$ cat src/rtl/magsq_to_mag_if.sv
`default_nettype none
// ============================================================================
// Module      : magsq_to_mag_if
// Description : Stream bundle for the magnitude-squared to magnitude
//               converter. It carries the input stream (2*WIDTH-bit radicand
//               plus tlast) and the output stream (WIDTH-bit magnitude plus
//               tlast), each with a valid/ready handshake.
//               slave  - converter side: consumes i_*, produces o_*
//               master - environment side: produces i_*, consumes o_*
// Revision    : 1.0 - initial release
// ============================================================================
interface magsq_to_mag_if #(
  parameter int WIDTH = 16
);
  logic [2*WIDTH-1:0] i_tdata;
  logic               i_tlast;
  logic               i_tvalid;
  logic               i_tready;
  logic [WIDTH-1:0]   o_tdata;
  logic               o_tlast;
  logic               o_tvalid;
  logic               o_tready;

  modport slave (
    input  i_tdata, i_tlast, i_tvalid, o_tready,
    output i_tready, o_tdata, o_tlast, o_tvalid
  );

  modport master (
    output i_tdata, i_tlast, i_tvalid, o_tready,
    input  i_tready, o_tdata, o_tlast, o_tvalid
  );
endinterface
`default_nettype wire

$ cat src/rtl/magsq_to_mag.sv
`default_nettype none
// ============================================================================
// Module      : magsq_to_mag
// Description : Streaming integer square root, o = floor(sqrt(x)) or, with
//               ROUND=1, round-half-up with saturation at 2^WIDTH-1.
//               Digit-by-digit (restoring) square root resolving one root bit
//               per clock; one sample in flight at a time.
// Ports       : clk     - clock
//               reset_n - asynchronous active-low reset
//               clear   - synchronous flush, discards any sample in flight
//               bus     - slave side of magsq_to_mag_if (i_* in, o_* out)
// Revision    : 1.0 - initial release
// ============================================================================
module magsq_to_mag #(
  parameter int WIDTH = 16,
  parameter int ROUND = 0
) (
  input  wire logic          clk,
  input  wire logic          reset_n,
  input  wire logic          clear,
  magsq_to_mag_if.slave      bus
);

  localparam int             CNT_W      = (WIDTH > 1) ? $clog2(WIDTH) : 1;
  localparam logic [CNT_W-1:0] C_CNT_INIT = CNT_W'(WIDTH - 1);

  typedef enum logic [1:0] {
    S_IDLE = 2'd0,
    S_CALC = 2'd1,
    S_OUT  = 2'd2
  } state_t;

  state_t              r_state;
  logic [CNT_W-1:0]    r_cnt;
  logic [2*WIDTH-1:0]  r_x;       // radicand, consumed two bits per cycle from the top
  logic [WIDTH+1:0]    r_rem;
  logic [WIDTH-1:0]    r_root;
  logic                r_last;
  logic [WIDTH-1:0]    r_out_data;
  logic                r_out_last;
  logic                r_out_valid;

  logic [WIDTH+1:0]    w_rem_shift;
  logic [WIDTH+1:0]    w_trial;
  logic                w_ge;
  logic [WIDTH+1:0]    w_rem_next;
  logic [WIDTH-1:0]    w_root_next;
  logic                w_round_up;
  logic [WIDTH-1:0]    w_result;

  // One restoring step: bring down the next radicand digit pair and try
  // appending a 1 to the root (trial subtrahend is 4*root+1). The stored
  // remainder never exceeds 2*root, so the shift below loses no bits.
  always_comb begin
    w_rem_shift = (r_rem << 2) | (WIDTH + 2)'(r_x[2*WIDTH-1 -: 2]);
    w_trial     = {r_root, 2'b01};
    w_ge        = (w_rem_shift >= w_trial);
    w_rem_next  = w_ge ? (w_rem_shift - w_trial) : w_rem_shift;
    w_root_next = (r_root << 1) | WIDTH'(w_ge);
  end

  // (r+0.5)^2 = r^2 + r + 0.25, so rem > r is exactly "round up".
  // An all-ones root cannot be incremented and is left saturated.
  always_comb begin
    w_round_up = (ROUND != 0) &&
                 (w_rem_next > {2'b00, w_root_next}) &&
                 !(&w_root_next);
    w_result   = w_root_next + WIDTH'(w_round_up);
  end

  always_ff @(posedge clk or negedge reset_n) begin
    if (!reset_n) begin
      r_state     <= S_IDLE;
      r_cnt       <= '0;
      r_x         <= '0;
      r_rem       <= '0;
      r_root      <= '0;
      r_last      <= 1'b0;
      r_out_data  <= '0;
      r_out_last  <= 1'b0;
      r_out_valid <= 1'b0;
    end else if (clear) begin
      r_state     <= S_IDLE;
      r_cnt       <= '0;
      r_x         <= '0;
      r_rem       <= '0;
      r_root      <= '0;
      r_last      <= 1'b0;
      r_out_data  <= '0;
      r_out_last  <= 1'b0;
      r_out_valid <= 1'b0;
    end else begin
      case (r_state)
        S_IDLE: begin
          // i_tready is 1 throughout IDLE once out of reset
          if (bus.i_tvalid) begin
            r_x     <= bus.i_tdata;
            r_last  <= bus.i_tlast;
            r_rem   <= '0;
            r_root  <= '0;
            r_cnt   <= C_CNT_INIT;
            r_state <= S_CALC;
          end
        end
        S_CALC: begin
          r_x    <= r_x << 2;
          r_rem  <= w_rem_next;
          r_root <= w_root_next;
          r_cnt  <= r_cnt - CNT_W'(1);
          if (r_cnt == '0) begin
            r_out_data  <= w_result;
            r_out_last  <= r_last;
            r_out_valid <= 1'b1;
            r_state     <= S_OUT;
          end
        end
        S_OUT: begin
          if (bus.o_tready) begin
            r_out_valid <= 1'b0;
            r_state     <= S_IDLE;
          end
        end
        default: r_state <= S_IDLE;
      endcase
    end
  end

  assign bus.i_tready = (r_state == S_IDLE) && reset_n;
  assign bus.o_tdata  = r_out_data;
  assign bus.o_tlast  = r_out_last;
  assign bus.o_tvalid = r_out_valid;

endmodule
`default_nettype wire

$ cat src/flat_wrapper.sv
// flat-port wrapper written by rule: the top's interface ports become plain ports
module magsq_to_mag_flat 
#(
  parameter int WIDTH = 16,
  parameter int ROUND = 0
)
  (clk, reset_n, clear, bus_i_tdata, bus_i_tlast, bus_i_tvalid, bus_o_tready, bus_i_tready, bus_o_tdata, bus_o_tlast, bus_o_tvalid);
  magsq_to_mag_if #(.WIDTH(WIDTH)) bus_i ();
  input  wire logic clk;
  input  wire logic reset_n;
  input  wire logic clear;
  input wire logic [$bits(bus_i.i_tdata)-1:0] bus_i_tdata;
  input wire logic [$bits(bus_i.i_tlast)-1:0] bus_i_tlast;
  input wire logic [$bits(bus_i.i_tvalid)-1:0] bus_i_tvalid;
  input wire logic [$bits(bus_i.o_tready)-1:0] bus_o_tready;
  output wire logic [$bits(bus_i.i_tready)-1:0] bus_i_tready;
  output wire logic [$bits(bus_i.o_tdata)-1:0] bus_o_tdata;
  output wire logic [$bits(bus_i.o_tlast)-1:0] bus_o_tlast;
  output wire logic [$bits(bus_i.o_tvalid)-1:0] bus_o_tvalid;
  assign bus_i.i_tdata = bus_i_tdata;
  assign bus_i.i_tlast = bus_i_tlast;
  assign bus_i.i_tvalid = bus_i_tvalid;
  assign bus_i.o_tready = bus_o_tready;
  assign bus_i_tready = bus_i.i_tready;
  assign bus_o_tdata = bus_i.o_tdata;
  assign bus_o_tlast = bus_i.o_tlast;
  assign bus_o_tvalid = bus_i.o_tvalid;
  magsq_to_mag #(.WIDTH(WIDTH), .ROUND(ROUND)) u_core (.clk(clk), .reset_n(reset_n), .clear(clear), .bus(bus_i));
endmodule
$ cat config.mk
export PLATFORM = sky130hd
export DESIGN_NAME = magsq_to_mag_flat
export DESIGN_NICKNAME = d
export VERILOG_FILES = /design/src/rtl/magsq_to_mag_if.sv /design/src/rtl/magsq_to_mag.sv /design/src/flat_wrapper.sv
export SDC_FILE = /design/constraint.sdc
export NUM_CORES = 1
export LEC_CHECK = 0
export CAP_MARGIN = 20
export CORE_MARGIN = 5
export CORE_UTILIZATION = 60
export CTS_CLUSTER_DIAMETER = 60
export DETAILED_ROUTE_END_ITERATION = 8
export GPL_TIMING_DRIVEN = 0
export PLACE_DENSITY_LB_ADDON = 0.05
export SYNTH_ARGS = -nofsm -noshare
export SYNTH_HDL_FRONTEND = slang
export SYNTH_SLANG_ARGS = --single-unit
export TNS_END_PERCENT = 1
$ cat constraint.sdc
create_clock -name clk -period 5.15 [get_ports clk]
set_input_delay 1.03 -clock clk [delete_from_list [all_inputs] [get_ports clk]]
set_output_delay 1.03 -clock clk [all_outputs]
set_load 0.02 [all_outputs]
==> out/qor.yml <==
run_status:
  run_status: "finished clean"
power:
  p_comb_share_pct: 48.2
  seq_power_share_pct: 33.8
  p_leak_uw: 0.00245
  p_total_uw: 2390
  power_frac_clock_pct: 18.0
  power.switching_uw: 911
  peakVddDrop_mv: 0.280
  p_per_area_nw_per_um2: 429
  p_sw_share_pct: 38.1
  intPower_uw: 1480
setup_path:
  worstPathArrival_ps: 2580
  reg2reg_to: "u_core.r_rem[0]"
  r2r_slack_ps: 2590
  path_depth: 4
  startpoint_type: "primary input"
  reg2reg_depth: 10
  critPathSlowestCell: "clkdlybuf4s50_1"
  critPathMaxStageDelay_ps: 590
  end_kind: "output port"
  path_buf_inv: 3
  critPathLaunch: "reset_n"
  critPathRequiredTime_ps: 4120
  path_cells: "buf_4 > buf_16 > and2_1 > clkdlybuf4s50_1"
  cp_top_family: "buffers and inverters"
  cp_max_fo: 47
  reg2reg_from: "u_core.r_root[3]"
  cp-endpoint: "bus_i_tready"
  critPathKind: "primary input to output port"
floorplanning:
  core.rowCount: 32
  initial_core_util_pct: 61.2
  core_um2: 7690
  die_h_um: 98.6
  die_x_um: 98.6
  dieArea_um2: 9720
  ioPinCount: 57
route:
  drt_iter0_markers: 190
  routedWlPerCell_um: 15.8
  drc: 0
  ant_nets: 0
  finalWirelength_um: 10400
  vias: 3726
  firstDrtPassIters: 5
  vias_per_cell: 5.69
clocking:
  root_buffer: "clkbuf_8"
  cts_setup_buffers: 0
  cts_resized: 0
  h-tree-depth: 3
  hold_buffers: 0
  cts_sinks: 89
  cts_max_path_buffers: 2
  clock_latency_ps: 360
  cts_tree: "done"
  numCtsBuffers: 9
  clkTransAtPathRegs_ps: 80
timing:
  hold_viol: 0
  finalCriticalPeriod_ps: 3610
  fmax_ghz: 0.277
  rsz0062_at_grt: "false"
  final_max_slew_viol_count: 0
  skew_ps: 13.5
  setup_viol: 0
  setup_ws_ps: 1540
  tightest_slew_ps: 695
  whs_ps: 486
  slew_headroom_pct: 53.7
  period_share_pct: 70.1
logic_synthesis:
  synth-simple-area-share_pct: 11.9
  synthAdderAreaFrac_pct: 5.05
  synth.area.mux_share_pct: 9.14
  synthArstFlopShare_pct: 100
  synth_area_leaders: "dfrtp_1, mux2i_1, nand2_1"
  synth.cell_area_um2: 4710
  synth_xor_area_share_pct: 2.42
  yosysUniqueCellTypes: 43
  ys_seq_area_share_pct: 47.3
  synth_compound_area_share_pct: 19.2
  synth_area_leader_cell: "dfrtp_1"
  syn-instance-count: 481
  ys.flop_type: "dfrtp_1"
  synth-edff-count: 0
  ys_warn_count: 0
  synth_top_family_by_area: "compound AO/OA/AOI/OAI gates"
  synth_top_area_share_pct: 47.3
  synth_nets: 538
  avgSynthCellArea_um2: 9.79
  ys_seq_elements: 89
finish:
  final_common_cell: "dfrtp_1"
  antenna_cells: 0
  final_area_um2: 5580
  layout_common_cells: "dfrtp_1, nand2_1, clkdlybuf4s50_1, mux2i_1, o31ai_1"
  nFillCells: 600
  drive_above_1_share_pct: 5.61
  final_net_count: 605
  fin_util_pct: 72.6
  syn2layout_area_growth_pct: 18.6
global_route:
  grt_pass1_vias: 3692
  grt_max_degree: 48
  antenna_found_initial: 0
  overflow: 0
  grt_pass1_wl_um: 17800
  track_usage_pct: 22.6
place:
  portBuffers: 55
  place_area_um2: 5410
  place.gp.congestion: 0.848
  place_ws_ps: 1480
  hpwl_um: 7760
worst_hold_path:
  hold_path_class: "flop to flop"
run:
  drv_cap: 0
-- synthesized netlist by cell type (2+ instances only) --
cell type  instances
buf_2              8
a22o_1            16
o31ai_1           30
nand2b_1           4
nand3_1            3
inv_1             24
mux2i_1           43
nand2_1           79
a21oi_1           19
and2_1             4
a211oi_1           5
buf_1              3
ha_1              19
o21ai_1           18
o211ai_1           4
nor2b_1            2
dfrtp_1           89
o21bai_1           4
nor2_1            18
clkbuf_1          16
xnor2_1            9
a21o_1             6
or3_1              2
xor2_1             4
a311oi_1           2
nand4_1            5
o21ai_0           19
o21ai_2            2
nor3_1            10
-- power groups by stage --
stage	clock network, µW	logic [µW]	registers [µW]
after floorplan	0	908	811
after global placement	0	1120	819
after detailed placement	0	1140	821
after CTS	436	1150	807
after global routing	468	1260	817
final	431	1150	808
-- logic make-up (layout without fill, tap and decap cells) --
group | Yosys count | count (layout)
DFF | 89 | 89
and+or+nand+nor | 130 | 130
xor gates and xnor gates | 13 | 13
adders and majority gates | 19 | 19
buffers and inverters | 53 | 125
muxes | 43 | 43
AOI/OAI and AO/OA | 134 | 134
-- sequential cells by signal, indices dropped and copies added (netlist names) --
signal               flops
u_core.r_cnt             4
u_core.r_state           2
u_core.bus.o_tlast       1
u_core.r_last            1
u_core.bus.o_tdata      16
u_core.r_rem            16
u_core.r_x              32
u_core.bus.o_tvalid      1
u_core.r_root           16
-- stage by stage --
stage | std cells | setup TNS, ps
after floorplan | 481 | 0
after global placement | 638 | -17140
after detailed placement | 639 | 0
after CTS | 655 | 0
after global routing | 655 | 0
final | 655 | 0
-- worst min-delay path by stage --
stage                     cells after the start              to            from  slack (ps)
after floorplan                               2  u_core.r_x[10]  u_core.r_x[10]         450
after global placement                        2  u_core.r_x[18]  u_core.r_x[18]         460
after detailed placement                      2  u_core.r_x[29]  u_core.r_x[29]         470
after CTS                                     2  u_core.r_x[29]  u_core.r_x[29]         490
after global routing                          2  u_core.r_x[12]  u_core.r_x[12]         500
final                                         2  u_core.r_x[29]  u_core.r_x[29]         490
-- worst register-to-register path, delay by kind of cell (launching register included) --
family	cells	cell delay [ps]
buf+inv	3	420
xor+xnor	1	190
fa+ha+maj	1	390
flops	1	380
compound gates	5	1060
-- area by class of cell --
cell class              count  area, µm²  area share, %
plain buffers              29        143           2.56
clock buffers              10        128           2.29
clock inverters             6       43.8          0.785
inverters                  24       90.1           1.61
multi-input cells         339       2250           40.3
flip-flops and latches     89       2230           39.9
well taps                 102        128           2.29
repair buffers             56        576           10.3
-- layer usage --
layer / up-vias / global-route usage (%) / wire [µm]
met3: 8 / 4.18 / 502
met2: 91 / 35.1 / 4740
met1: 1787 / 33.1 / 5030
met4: 0 / 5.57 / 102
li1: 1840 / - / -
met5: - / 0 / 0
Power figures use the tool's default switching activity.
